--- config.mk ---
export PLATFORM = sky130hd
export DESIGN_NAME = demux3w_1to8
export DESIGN_NICKNAME = d
export VERILOG_FILES = /design/src/rtl/demux3w_1to8_pkg.sv /design/src/rtl/demux3w_1to8_decoder.sv /design/src/rtl/demux3w_1to8.sv
export SDC_FILE = /design/constraint.sdc
export NUM_CORES = 1
export LEC_CHECK = 0
export BUFFER_PORTS_ARGS = -buffer_cell sky130_fd_sc_hd__buf_2
export CORE_ASPECT_RATIO = 1.2
export CORE_UTILIZATION = 58
export DETAILED_ROUTE_END_ITERATION = 7
export PLACE_DENSITY_LB_ADDON = 0.1
export SYNTH_ARGS = -nofsm -noshare
export SYNTH_HDL_FRONTEND = slang
export SYNTH_SLANG_ARGS = --single-unit
--- constraint.sdc ---
create_clock -name Clock -period 2.4 [get_ports Clock]
set_input_delay 0.12 -clock Clock [delete_from_list [all_inputs] [get_ports Clock]]
set_output_delay 0.12 -clock Clock [all_outputs]
set_load 0.02 [all_outputs]
--- src/rtl/demux3w_1to8_pkg.sv ---
// ----------------------------------------------------------------------------
// demux3w_1to8_pkg
//
// Purpose : Shared lab constants and types for the 3-bit, 1-to-8 time-division
//           demultiplexer. Lane width, slot count and the derived slot-index
//           width live here so the decoder and the top agree on them.
//
// Contents: WIDTH      - lane / sample width in bits
//           NUM_SLOTS  - samples per frame
//           SLOT_BITS  - width of the slot counter
//           LAST_SLOT  - index of the slot that completes a frame
//           sample_t   - one sample / lane word
//           slot_t     - slot counter word
//           action_e   - what the current edge does to the frame
//           nextSlot() - wrapping slot increment
// ----------------------------------------------------------------------------
package demux3w_1to8_pkg;

    localparam int WIDTH     = 3;
    localparam int NUM_SLOTS = 8;
    localparam int SLOT_BITS = $clog2(NUM_SLOTS);
    localparam int LAST_SLOT = NUM_SLOTS - 1;

    typedef logic [WIDTH-1:0]     sample_t;
    typedef logic [SLOT_BITS-1:0] slot_t;

    // Classification of a single clock edge. RESYNC covers Sync with or
    // without a sample; COMPLETE is an accepted sample landing in the last
    // slot without Sync, which is the only case that updates the lanes.
    typedef enum logic [1:0] {
        ACT_HOLD     = 2'd0,
        ACT_STORE    = 2'd1,
        ACT_COMPLETE = 2'd2,
        ACT_RESYNC   = 2'd3
    } action_e;

    // Advance the slot index, wrapping from the last slot back to 0.
    function automatic slot_t nextSlot(input slot_t s);
        if (s == slot_t'(LAST_SLOT)) begin
            return '0;
        end
        return s + slot_t'(1);
    endfunction

endpackage

--- src/rtl/demux3w_1to8_decoder.sv ---
// ----------------------------------------------------------------------------
// Decoder3to8
//
// Purpose : Turns the slot index into a one-hot write enable for the staging
//           registers. All enables are low when no sample is offered, so the
//           top never has to gate the enables again.
//
// Ports   : slot_i   in  SLOT_BITS  slot that the offered sample belongs to
//           valid_i  in  1          a sample is offered this cycle
//           we_o     out NUM_SLOTS  one-hot write enable (all zero if !valid_i)
// ----------------------------------------------------------------------------
module Decoder3to8
    import demux3w_1to8_pkg::*;
(
    input  logic [SLOT_BITS-1:0] slot_i,
    input  logic                 valid_i,
    output logic [NUM_SLOTS-1:0] we_o
);

    always_comb begin
        we_o = '0;
        if (valid_i) begin
            we_o[slot_i] = 1'b1;
        end
    end

endmodule

--- src/rtl/demux3w_1to8.sv ---
// ----------------------------------------------------------------------------
// demux3w_1to8
//
// Purpose : Collects a time-division stream of 3-bit samples into frames of
//           eight slots and presents each complete frame on eight registered
//           lanes R..Y. Sync realigns the stream to slot 0; a Sync that cuts
//           a frame short raises a sticky SyncErr.
//
// Ports   : Clock      in   1  rising-edge clock
//           Resetn     in   1  asynchronous active-low reset
//           D          in   3  sample word
//           Valid      in   1  D carries a sample this cycle
//           Sync       in   1  this cycle starts a new frame at slot 0
//           R..Y       out  3  frame lanes 0..7, registered
//           Slot       out  3  slot the next accepted sample fills
//           FrameDone  out  1  one-cycle pulse after the lanes update
//           SyncErr    out  1  sticky short-frame flag
// ----------------------------------------------------------------------------
module demux3w_1to8
    import demux3w_1to8_pkg::*;
(
    input  logic             Clock,
    input  logic             Resetn,
    input  logic [WIDTH-1:0] D,
    input  logic             Valid,
    input  logic             Sync,
    output logic [WIDTH-1:0] R,
    output logic [WIDTH-1:0] S,
    output logic [WIDTH-1:0] T,
    output logic [WIDTH-1:0] U,
    output logic [WIDTH-1:0] V,
    output logic [WIDTH-1:0] W,
    output logic [WIDTH-1:0] X,
    output logic [WIDTH-1:0] Y,
    output logic [SLOT_BITS-1:0] Slot,
    output logic             FrameDone,
    output logic             SyncErr
);

    // The last slot is never staged: its sample goes straight into lane Y on
    // the completing edge, so only slots 0..LAST_SLOT-1 need storage.
    sample_t stage_q [LAST_SLOT];
    sample_t stage_d [LAST_SLOT];
    sample_t lanes_q [NUM_SLOTS];
    sample_t lanes_d [NUM_SLOTS];

    slot_t   slot_q,      slot_d;
    logic    frameDone_q, frameDone_d;
    logic    syncErr_q,   syncErr_d;

    slot_t                 writeSlot;
    logic [NUM_SLOTS-1:0]  writeEn;
    action_e               action;

    // Sync forces the incoming sample into slot 0 regardless of the counter,
    // which also keeps the last-slot enable low so a Sync never completes a
    // frame.
    assign writeSlot = Sync ? '0 : slot_q;

    Decoder3to8 u_decoder (
        .slot_i  (writeSlot),
        .valid_i (Valid),
        .we_o    (writeEn)
    );

    // Classify the edge. Sync outranks everything, including a sample that
    // would otherwise have finished the frame.
    always_comb begin
        action = ACT_HOLD;
        if (Sync) begin
            action = ACT_RESYNC;
        end else if (writeEn[LAST_SLOT]) begin
            action = ACT_COMPLETE;
        end else if (Valid) begin
            action = ACT_STORE;
        end
    end

    // Counter, flags and lanes next state.
    always_comb begin
        slot_d      = slot_q;
        frameDone_d = 1'b0;
        syncErr_d   = syncErr_q;
        for (int i = 0; i < NUM_SLOTS; i++) begin
            lanes_d[i] = lanes_q[i];
        end

        unique case (action)
            ACT_RESYNC: begin
                // A sample arriving with Sync already occupies slot 0.
                slot_d = Valid ? slot_t'(1) : slot_t'(0);
                if (slot_q != '0) begin
                    syncErr_d = 1'b1;
                end
            end
            ACT_STORE: begin
                slot_d = nextSlot(slot_q);
            end
            ACT_COMPLETE: begin
                slot_d      = nextSlot(slot_q);
                frameDone_d = 1'b1;
                for (int i = 0; i < LAST_SLOT; i++) begin
                    lanes_d[i] = stage_q[i];
                end
                lanes_d[LAST_SLOT] = D;
            end
            default: begin
            end
        endcase
    end

    // Staging next state: each register takes D only when its enable fires.
    always_comb begin
        for (int i = 0; i < LAST_SLOT; i++) begin
            stage_d[i] = writeEn[i] ? D : stage_q[i];
        end
    end

    // All state, cleared asynchronously so a reset mid-frame discards the
    // partial frame and blanks the lanes immediately.
    always_ff @(posedge Clock or negedge Resetn) begin
        if (!Resetn) begin
            slot_q      <= '0;
            frameDone_q <= 1'b0;
            syncErr_q   <= 1'b0;
            for (int i = 0; i < LAST_SLOT; i++) begin
                stage_q[i] <= '0;
            end
            for (int i = 0; i < NUM_SLOTS; i++) begin
                lanes_q[i] <= '0;
            end
        end else begin
            slot_q      <= slot_d;
            frameDone_q <= frameDone_d;
            syncErr_q   <= syncErr_d;
            for (int i = 0; i < LAST_SLOT; i++) begin
                stage_q[i] <= stage_d[i];
            end
            for (int i = 0; i < NUM_SLOTS; i++) begin
                lanes_q[i] <= lanes_d[i];
            end
        end
    end

    assign R = lanes_q[0];
    assign S = lanes_q[1];
    assign T = lanes_q[2];
    assign U = lanes_q[3];
    assign V = lanes_q[4];
    assign W = lanes_q[5];
    assign X = lanes_q[6];
    assign Y = lanes_q[7];

    assign Slot      = slot_q;
    assign FrameDone = frameDone_q;
    assign SyncErr   = syncErr_q;

endmodule

==> results of run 1 <==
-- worst max-delay path by stage --
stage	to	cells after the start	start	slack [ps]
final	X[2]$_DFFE_PN0N_	4	Slot[1]$_DFFE_PN0P_	660
after global routing	V[1]$_DFFE_PN0N_	4	Slot[1]$_DFFE_PN0P_	570
after CTS	X[2]$_DFFE_PN0N_	4	Slot[1]$_DFFE_PN0P_	650
after detailed placement	S[2]$_DFFE_PN0N_	4	Slot[1]$_DFFE_PN0P_	660
after global placement	R[0]$_DFFE_PN0N_	4	Slot[1]$_DFFE_PN0P_	730
after floorplan	R[0]$_DFFE_PN0N_	5	Slot[1]$_DFFE_PN0P_	810
-- through the flow --
step	total power (uW)	area (um^2)	util [%]
after floorplan	1100	2020	-
after global placement	1160	2230	66.9
after detailed placement	1170	2230	66.9
after CTS	1670	2340	70.1
after global routing	1730	2340	70.1
final	1650	2340	70.1
-- placed cells by master (no fill, tap or decap) --
master,Yosys,final
dfrtp_1,50,50
mux2_2,36,36
buf_2,2,35
mux2_1,9,9
clkbuf_8,0,6
nor2_1,4,4
ha_1,3,3
inv_1,2,2
mux2i_1,2,2
nand2_2,1,1
nand3b_4,1,1
nor2_4,1,1
o21ai_0,1,1
o31ai_1,1,1
nor3_1,1,1
o21ai_1,1,1
nor4_4,1,1
nor2b_1,1,1
nand3_1,1,1
nand4_1,1,1
nor3b_2,1,1
nand2_1,1,1
nand3_2,1,1
and2b_1,1,1
nand2b_1,1,1
a21o_1,1,1
clkinvlp_4,0,1
clkinv_2,0,1
dlygate4sd3_1,0,1
buf_12,0,1
buf_4,1,1
-- routing by layer --
metal	wire, um	track usage (%)	vias to the layer above	share of wire (%)
met3	105	4.66	6	3.2
met2	1630	33.3	26	49
met1	1530	26.9	577	46
li1	-	-	532	-
met5	0	0	-	0
met4	60	9.15	0	1.8
-- state kept, by name, indices dropped and copies added, names as in the netlist, 3 cells and up --
name     cells
W            3
U            3
stage_q     21
T            3
Slot         3
S            3
V            3
Y            3
X            3
R            3
-- critical path: stages, from the launching register on --
cell and delay, ps:
dfrtp_1 610, nand3b_4 130, nor2_4 350, buf_12 200, mux2_1 330
-- where the power goes --
group / switching (uW) / internal, uW
clock: 264 / 232
combinational: 82.8 / 88.7
sequential: 55.3 / 928
total: 402 / 1250
-- kinds of logic after synthesis --
kind of cell,Yosys count,share of synthesized area (%)
flip-flops,50,61.8
buffers and inverters,7,2.35
AND/OR/NAND/NOR,17,6.74
adder cells (fa/ha/maj),3,1.85
multiplexers,47,26.0
AO/OA/AOI/OAI,4,1.24
-- synthesized netlist by cell type, drive strengths merged --
cell type,instances
dfrtp,50
mux2,45
buf,5
nor2,5
ha,3
inv,2
mux2i,2
nand2,2
nand3,2
o21ai,2
a21o,1
and2b,1
nand2b,1
nand3b,1
nand4,1
nor2b,1
nor3,1
nor3b,1
nor4,1
o31ai,1
-- final cells by class --
type                       count  share of cell area [%]
timing repair buffer          38                    9.10
clock buffer                   6                    3.53
tap                           37                    1.98
sequential                    50                    53.5
clock inverter                 2                   0.535
multi-input combinational     71                    31.0
inverter                       2                   0.321
==> impl_metrics.yaml, run 1 <==
synth:
  ys_seq_area_share_pct: 61.8
  synth.cell_area_um2: 2020
  syn_avg_cell_area_um2: 15.8
  synth_area_leader_cell: "dfrtp_1"
  ys_warn_count: 0
  ys_types: 27
  syn-instance-count: 128
  synthTopCellsByArea: "dfrtp_1 62%, mux2_2 20%, mux2_1 5.0%"
  synth_top_area_share_pct: 61.8
  synth_nets: 138
  synth_seq_cells: 50
cts:
  holdBufCountCts: 1
  post_cts_buffers: 0
  cts_resized: 0
  cts.sinks: 50
  numCtsBuffers: 5
  clockBufferDepth: 2
  cts-root-buf: "clkbuf_8"
  cts_tree: "built"
  h-tree-depth: 2
  clkLatencyLatePin_ps: 300
  clk_pin_slew_worst_paths_ps: 90
hold_path:
  min_to: "Slot[1]$_DFFE_PN0P_"
  hold_depth: 2
  hp-class: "in -> reg"
  min-delay-start: "Sync"
die:
  ios: 36
  start_util_pct: 60.6
  die_w_um: 55.9
  core_area_um2: 3340
  rows: 23
  dieArea_um2: 3730
  die_h_um: 66.7
routing:
  routedWlPerCell_um: 16.1
  vias: 1141
  dr.pass1.iters: 2
  drc: 0
  via_per_inst: 5.54
  wl_mm: 3.33
  dr.first_iter.drc_count: 13
  ant_nets: 0
worst_setup_path:
  path_class: "reg -> reg"
  r2r_slack_ps: 660
  worstReg2RegEnd: "X[2]$_DFFE_PN0N_"
  path_max_fanout: 13
  end_kind: "flip-flop"
  crit_required_ps: 2580
  cp-start-kind: "flip-flop"
  r2r-start: "Slot[1]$_DFFE_PN0P_"
  cp_data_arrival_time_ps: 1920
  reg2reg_depth: 4
grt:
  grt_overflow: 0
  first_global_vias: 1143
  antenna_found_initial: 0
  grt.total_usage_pct: 20.6
  grt_pass1_wl_mm: 5.64
  grt_max_degree: 37
place:
  dp.cells: 197
  io_buffers: 35
  gp_congestion: 0.733
  dp_hpwl_mm: 2.38
  dp_slack_ps: 663
timing:
  relSlewSlack_pct: 70.5
  worst_pin_slew_ps: 442
  finalHoldViolations: 0
  layout_setup_ws_ps: 660
  setup_viol: 0
  setup_tns_ps: 0
  fmax_mhz: 575
  fin_crit_ps: 1740
  drv_slew: 0
  finClkSkew_ps: 8.72
  fin_crit_sh_pct: 72.5
  hold_ws_ps: 140
  rsz0062_at_grt: "no"
final_layout:
  area_growth_syn_to_layout_pct: 15.5
  fillCellCount: 237
  ff_latch_area_um2: 1250
  antenna_cells: 0
  fin_cells: 206
  final_layout_size_suffix_gt1_share_pct: 51.5
  nets: 178
  multi_input_area_um2: 726
power_and_ir_drop:
  cellLeakagePower_uw: 0.00127
  ir_worst_vdd_uv: 626
  p_per_area_nw_per_um2: 706
outcome:
  status: "finished, final reports clean"
job:
  maxCapViolations: 0
(Power assumes the default switching activity.)
==> run 2: changes to the inputs <==
--- a/config.mk
+++ b/config.mk
@@ -7,7 +7,7 @@
 export LEC_CHECK = 0
 export BUFFER_PORTS_ARGS = -buffer_cell sky130_fd_sc_hd__buf_2
 export CORE_ASPECT_RATIO = 1.2
-export CORE_UTILIZATION = 58
+export CORE_UTILIZATION = 49
 export DETAILED_ROUTE_END_ITERATION = 7
 export PLACE_DENSITY_LB_ADDON = 0.1
 export SYNTH_ARGS = -nofsm -noshare
==> constraint.sdc (replaced) <==
create_clock -name Clock -period 1.6 [get_ports Clock]
set_input_delay 0.08 -clock Clock [delete_from_list [all_inputs] [get_ports Clock]]
set_output_delay 0.08 -clock Clock [all_outputs]
set_load 0.02 [all_outputs]
==> run 2 against run 1 <==
  * Wire length is 3.8% lower
  * Critical path depth unchanged
  * Flip-flop and latch count stayed put
  * Final cell count rose by 9.2%
  * Clock skew shrank 5.9 ps
  * Worst hold slack lost 40 ps
  * Count of clock-buffer cells in the layout increased by 1
  * Via count down 0.26%
  * Design area rose by 2.6%
  * Maximum frequency up 19%
  * Combinational power rose by 49%
  * Global-route usage fell by 3.3 points
  * Critical path type unchanged
  * Critical endpoint is now W[0]$_DFFE_PN0N_
==> impl_metrics.yaml, run 2 (same netlist as run 1, synthesis figures left out) <==
outcome:
  status: "finished, final reports clean"
power_and_ir_drop:
  p_per_area_nw_per_um2: 1070
  ir_worst_vdd_uv: 505
  cellLeakagePower_uw: 0.00129
cts:
  cts_tree: "built"
  clk_pin_slew_worst_paths_ps: 80
  clockBufferDepth: 2
  h-tree-depth: 2
  cts-root-buf: "clkbuf_8"
  clkLatencyLatePin_ps: 290
  numCtsBuffers: 5
  cts.sinks: 50
die:
  core_area_um2: 3940
  die_w_um: 60.7
  rows: 25
  ios: 36
  dieArea_um2: 4390
  die_h_um: 72.4
  start_util_pct: 51.4
final_layout:
  final_cell_mix: "50 x dfrtp_1, 36 x mux2_2, 35 x buf_2"
  final_util_pct: 60.9
  final_layout_size_suffix_gt1_share_pct: 50.9
  area_growth_syn_to_layout_pct: 18.5
  final_common_cell: "dfrtp_1"
  nets: 180
  multi_input_area_um2: 726
  antenna_cells: 0
  ff_latch_area_um2: 1250
  largest_register: "stage_q"
  fillCellCount: 343
  largest_register_ffs: 21
timing:
  relSlewSlack_pct: 60.7
  setup_tns_ps: 0
  setup_viol: 0
  drv_slew: 0
  fmax_mhz: 682
  finalHoldViolations: 0
  worst_pin_slew_ps: 590
  rsz0062_at_grt: "no"
  layout_setup_ws_ps: 133
  finClkSkew_ps: 2.87
  fin_crit_sh_pct: 91.7
  hold_ws_ps: 99.7
  fin_crit_ps: 1470
worst_setup_path:
  cp_data_arrival_time_ps: 1650
  cp-start-kind: "flip-flop"
  crit_required_ps: 1780
  end_kind: "flip-flop"
  path_class: "reg -> reg"
  r2r_slack_ps: 130
  path_max_fanout: 12
job:
  maxCapViolations: 0
routing:
  dr.pass1.iters: 3
  via_per_inst: 5.06
  wl_mm: 3.20
  vias: 1138
  routedWlPerCell_um: 14.2
  dr.first_iter.drc_count: 24
  ant_nets: 0
  drc: 0
place:
  dp_slack_ps: 136
  io_buffers: 35
  dp_hpwl_mm: 2.35
  gp_congestion: 0.722
grt:
  grt.total_usage_pct: 17.3
  first_global_vias: 1131
  grt_pass1_wl_mm: 5.48
  grt_overflow: 0
  antenna_found_initial: 0
  grt_max_degree: 51
hold_path:
  hp-class: "in -> reg"
==> run 2: cell count changes in the layout (fill, tap and decap cells not counted), sizes merged <==
cell,delta
buf,+2
bufinv,+1
clkbuf,+1
clkinv,-1
clkinvlp,-1
==> run 2: repair_timing <==
action                                 CTS  global route
buffers inserted                         0             0
resized for setup                        0             0
endpoints found under the hold margin   50             0
hold buffers                             1             0
==> run 2: critical path: stages (launching register included) <==
cell,delay [ps]
dfrtp_1,570
nand3b_4,130
nor2_4,160
buf_12,160
mux2_2,330
==> run 2: path summary, 6_finish.rpt <==
check / start / endpoint / depth (start not counted)
worst max-delay path: Slot[2]$_DFFE_PN0P_ / W[0]$_DFFE_PN0N_ / 4
worst min-delay path: Sync / Slot[1]$_DFFE_PN0P_ / 2
worst max register to register: Slot[2]$_DFFE_PN0P_ / W[0]$_DFFE_PN0N_ / 4
worst min register to register: SyncErr$_DFFE_PN0P_ / SyncErr$_DFFE_PN0P_ / 1
max in group asynchronous: Resetn / Slot[0]$_DFFE_PN0P_ / 3
min in group asynchronous: Resetn / U[2]$_DFFE_PN0N_ / 3
==> run 2: area by class of cell <==
cell class                      count  share of cell area [%]
Tap cell                           54                    2.82
Sequential cell                    50                    52.2
Timing Repair Buffer               40                    10.0
Clock inverter                      1                    1.25
Multi-Input combinational cell     71                    30.3
Inverter                            2                   0.313
Clock buffer                        7                    3.18
==> run 2: power breakdown <==
group	total (uW)	switching (uW)	leakage, uW	internal [uW]
logic	257	121	0.000566	135
clock network	836	369	0.0000524	467
registers	1470	77.5	0.000667	1390
==> run 2: stage by stage <==
stage,area (um^2),cells,power (uW)
2_1_floorplan,2020,128,1650
3_3_place_gp,2280,216,1740
3_5_place_dp,2280,216,1760
4_1_cts,2400,225,2600
5_1_grt,2400,225,2690
6_report,2400,225,2560
==> run 2: metal layers <==
layer | track usage [%] | up-vias | wire length [um]
met1 | 23.4 | 572 | 1410
met4 | 6.82 | 0 | 59
met2 | 26.1 | 27 | 1590
li1 | - | 533 | -
met5 | 0 | - | 0
met3 | 4.81 | 6 | 131
==> run 3: changes to the inputs <==
--- a/config.mk
+++ b/config.mk
@@ -9,7 +9,7 @@
 export CORE_ASPECT_RATIO = 1.2
 export CORE_UTILIZATION = 49
 export DETAILED_ROUTE_END_ITERATION = 7
-export PLACE_DENSITY_LB_ADDON = 0.1
+export PLACE_DENSITY = 0.74
 export SYNTH_ARGS = -nofsm -noshare
 export SYNTH_HDL_FRONTEND = slang
 export SYNTH_SLANG_ARGS = --single-unit
==> run 3 against run 2 <==
  * Final cell count rose by 0.44%
  * Global-route usage rose by 1.6 points
  * Clock skew rose by 2.4 ps
  * Via count rose by 1.4%
  * Count of clock-buffer cells in the layout fell by 1
  * Sequential share of layout area fell by 0.24 points
==> impl_metrics.yaml, run 3 (same netlist as run 1, synthesis figures left out) <==
final_layout:
  area_growth_syn_to_layout_pct: 19.0
  fin_cells: 226
  largest_register: "stage_q"
  final_common_cell: "dfrtp_1"
  antenna_cells: 0
  fillCellCount: 332
  final_cell_mix: "50 x dfrtp_1, 36 x mux2_2, 35 x buf_2"
  nets: 181
  largest_register_ffs: 21
  final_layout_size_suffix_gt1_share_pct: 51.7
  final_util_pct: 61.1
die:
  dieArea_um2: 4390
  core_area_um2: 3940
  rows: 25
  start_util_pct: 51.4
  die_w_um: 60.7
  ios: 36
  die_h_um: 72.4
timing:
  fin_crit_ps: 1510
  worst_pin_slew_ps: 489
  hold_ws_ps: 95.7
  drv_slew: 0
  setup_viol: 0
  finClkSkew_ps: 5.26
  rsz0062_at_grt: "no"
  relSlewSlack_pct: 67.4
  fmax_mhz: 662
  setup_tns_ps: 0
  fin_crit_sh_pct: 94.4
  finalHoldViolations: 0
routing:
  routedWlPerCell_um: 15.8
  via_per_inst: 5.11
  ant_nets: 0
  dr.first_iter.drc_count: 14
  drc: 0
  vias: 1154
  wl_mm: 3.58
  dr.pass1.iters: 4
worst_setup_path:
  critPathSlowestCell: "dfrtp_1"
  crit_path_max_incr_delay_ps: 530
  crit_required_ps: 1790
  cp_top_family: "flip-flops"
  end_kind: "flip-flop"
  cp-start-kind: "flip-flop"
  path_class: "reg -> reg"
  critical_path.cell_chain: "nand2_2 > nor2_4 > buf_4 > mux2_2"
  path_max_fanout: 10
  cp_num_buf_inv: 1
  cp_data_arrival_time_ps: 1700
grt:
  grt_pass1_wl_mm: 5.84
  first_global_vias: 1172
  grt.total_usage_pct: 18.9
  antenna_found_initial: 0
  grt_overflow: 0
  grt_max_degree: 23
place:
  dp_hpwl_mm: 2.64
  gp_congestion: 0.762
  io_buffers: 35
  dp.cells: 217
cts:
  cts-root-buf: "clkbuf_8"
  clockBufferDepth: 2
  numCtsBuffers: 5
  clkLatencyLatePin_ps: 300
  h-tree-depth: 2
  cts.sinks: 50
  clk_pin_slew_worst_paths_ps: 80
  cts_tree: "built"
power_and_ir_drop:
  p_per_area_nw_per_um2: 1080
  ir_worst_vdd_uv: 642
  cellLeakagePower_uw: 0.00129
outcome:
  status: "finished, final reports clean"
job:
  maxCapViolations: 0
hold_path:
  hp-class: "in -> reg"
-- run 3: changes by cell type in the layout (fill, tap and decap cells not counted) --
cell        change
buf_4           +1
clkbuf_1        -1
clkinvlp_4      +1
-- run 3: final cells by class --
cell class / instances / area, um^2 / share of cell area, %
sequential: 50 / 1250 / 51.9
multi-input combinational: 71 / 726 / 30.1
timing repair buffer: 41 / 248 / 10.3
clock buffer: 6 / 72.6 / 3.01
tap: 54 / 67.6 / 2.80
clock inverter: 2 / 37.5 / 1.56
inverter: 2 / 7.51 / 0.312
-- run 3: through the flow --
step | instance area (um^2) | power (uW) | setup WS (ps)
3_3_place_gp | 2290 | 1740 | 151
4_1_cts | 2410 | 2630 | 73.6
6_report | 2410 | 2610 | 89.6
5_1_grt | 2410 | 2720 | 4.62
3_5_place_dp | 2290 | 1770 | 80.5
2_1_floorplan | 2020 | 1650 | 5.70
-- run 3: layer usage --
metal / vias to the layer above / GRT usage [%] / part of all wire [%]
met5: - / 0 / 0
met4: 0 / 6.82 / 1.3
met3: 4 / 5.35 / 4.1
met2: 32 / 30.8 / 51
met1: 584 / 23.8 / 44
li1: 534 / - / -
-- run 3: path summary, 6_finish.rpt --
kind	start	endpoint	slack [ps]	cells past startpoint
max in group asynchronous	Resetn	stage_q[1]$_DFFE_PN0P_	820	3
min	Sync	Slot[1]$_DFFE_PN0P_	100	2
max reg2reg	Slot[0]$_DFFE_PN0P_	W[0]$_DFFE_PN0N_	90	4
min reg2reg	SyncErr$_DFFE_PN0P_	SyncErr$_DFFE_PN0P_	460	1
min in group asynchronous	Resetn	stage_q[18]$_DFFE_PN0P_	260	2
max	Slot[0]$_DFFE_PN0P_	W[0]$_DFFE_PN0N_	90	4
-- run 3: repair_timing --
action | in CTS | in global routing
endpoints found under the setup margin | 0 | 0
hold buffers | 1 | 0
resized for setup | 0 | 0
hold endpoints to repair | 19 | 0
buffers inserted | 0 | 0
-- run 3: power breakdown --
group / total, uW / switching (uW) / internal [uW]
registers: 1470 / 78.0 / 1390
logic: 270 / 130 / 141
clock network: 867 / 401 / 466
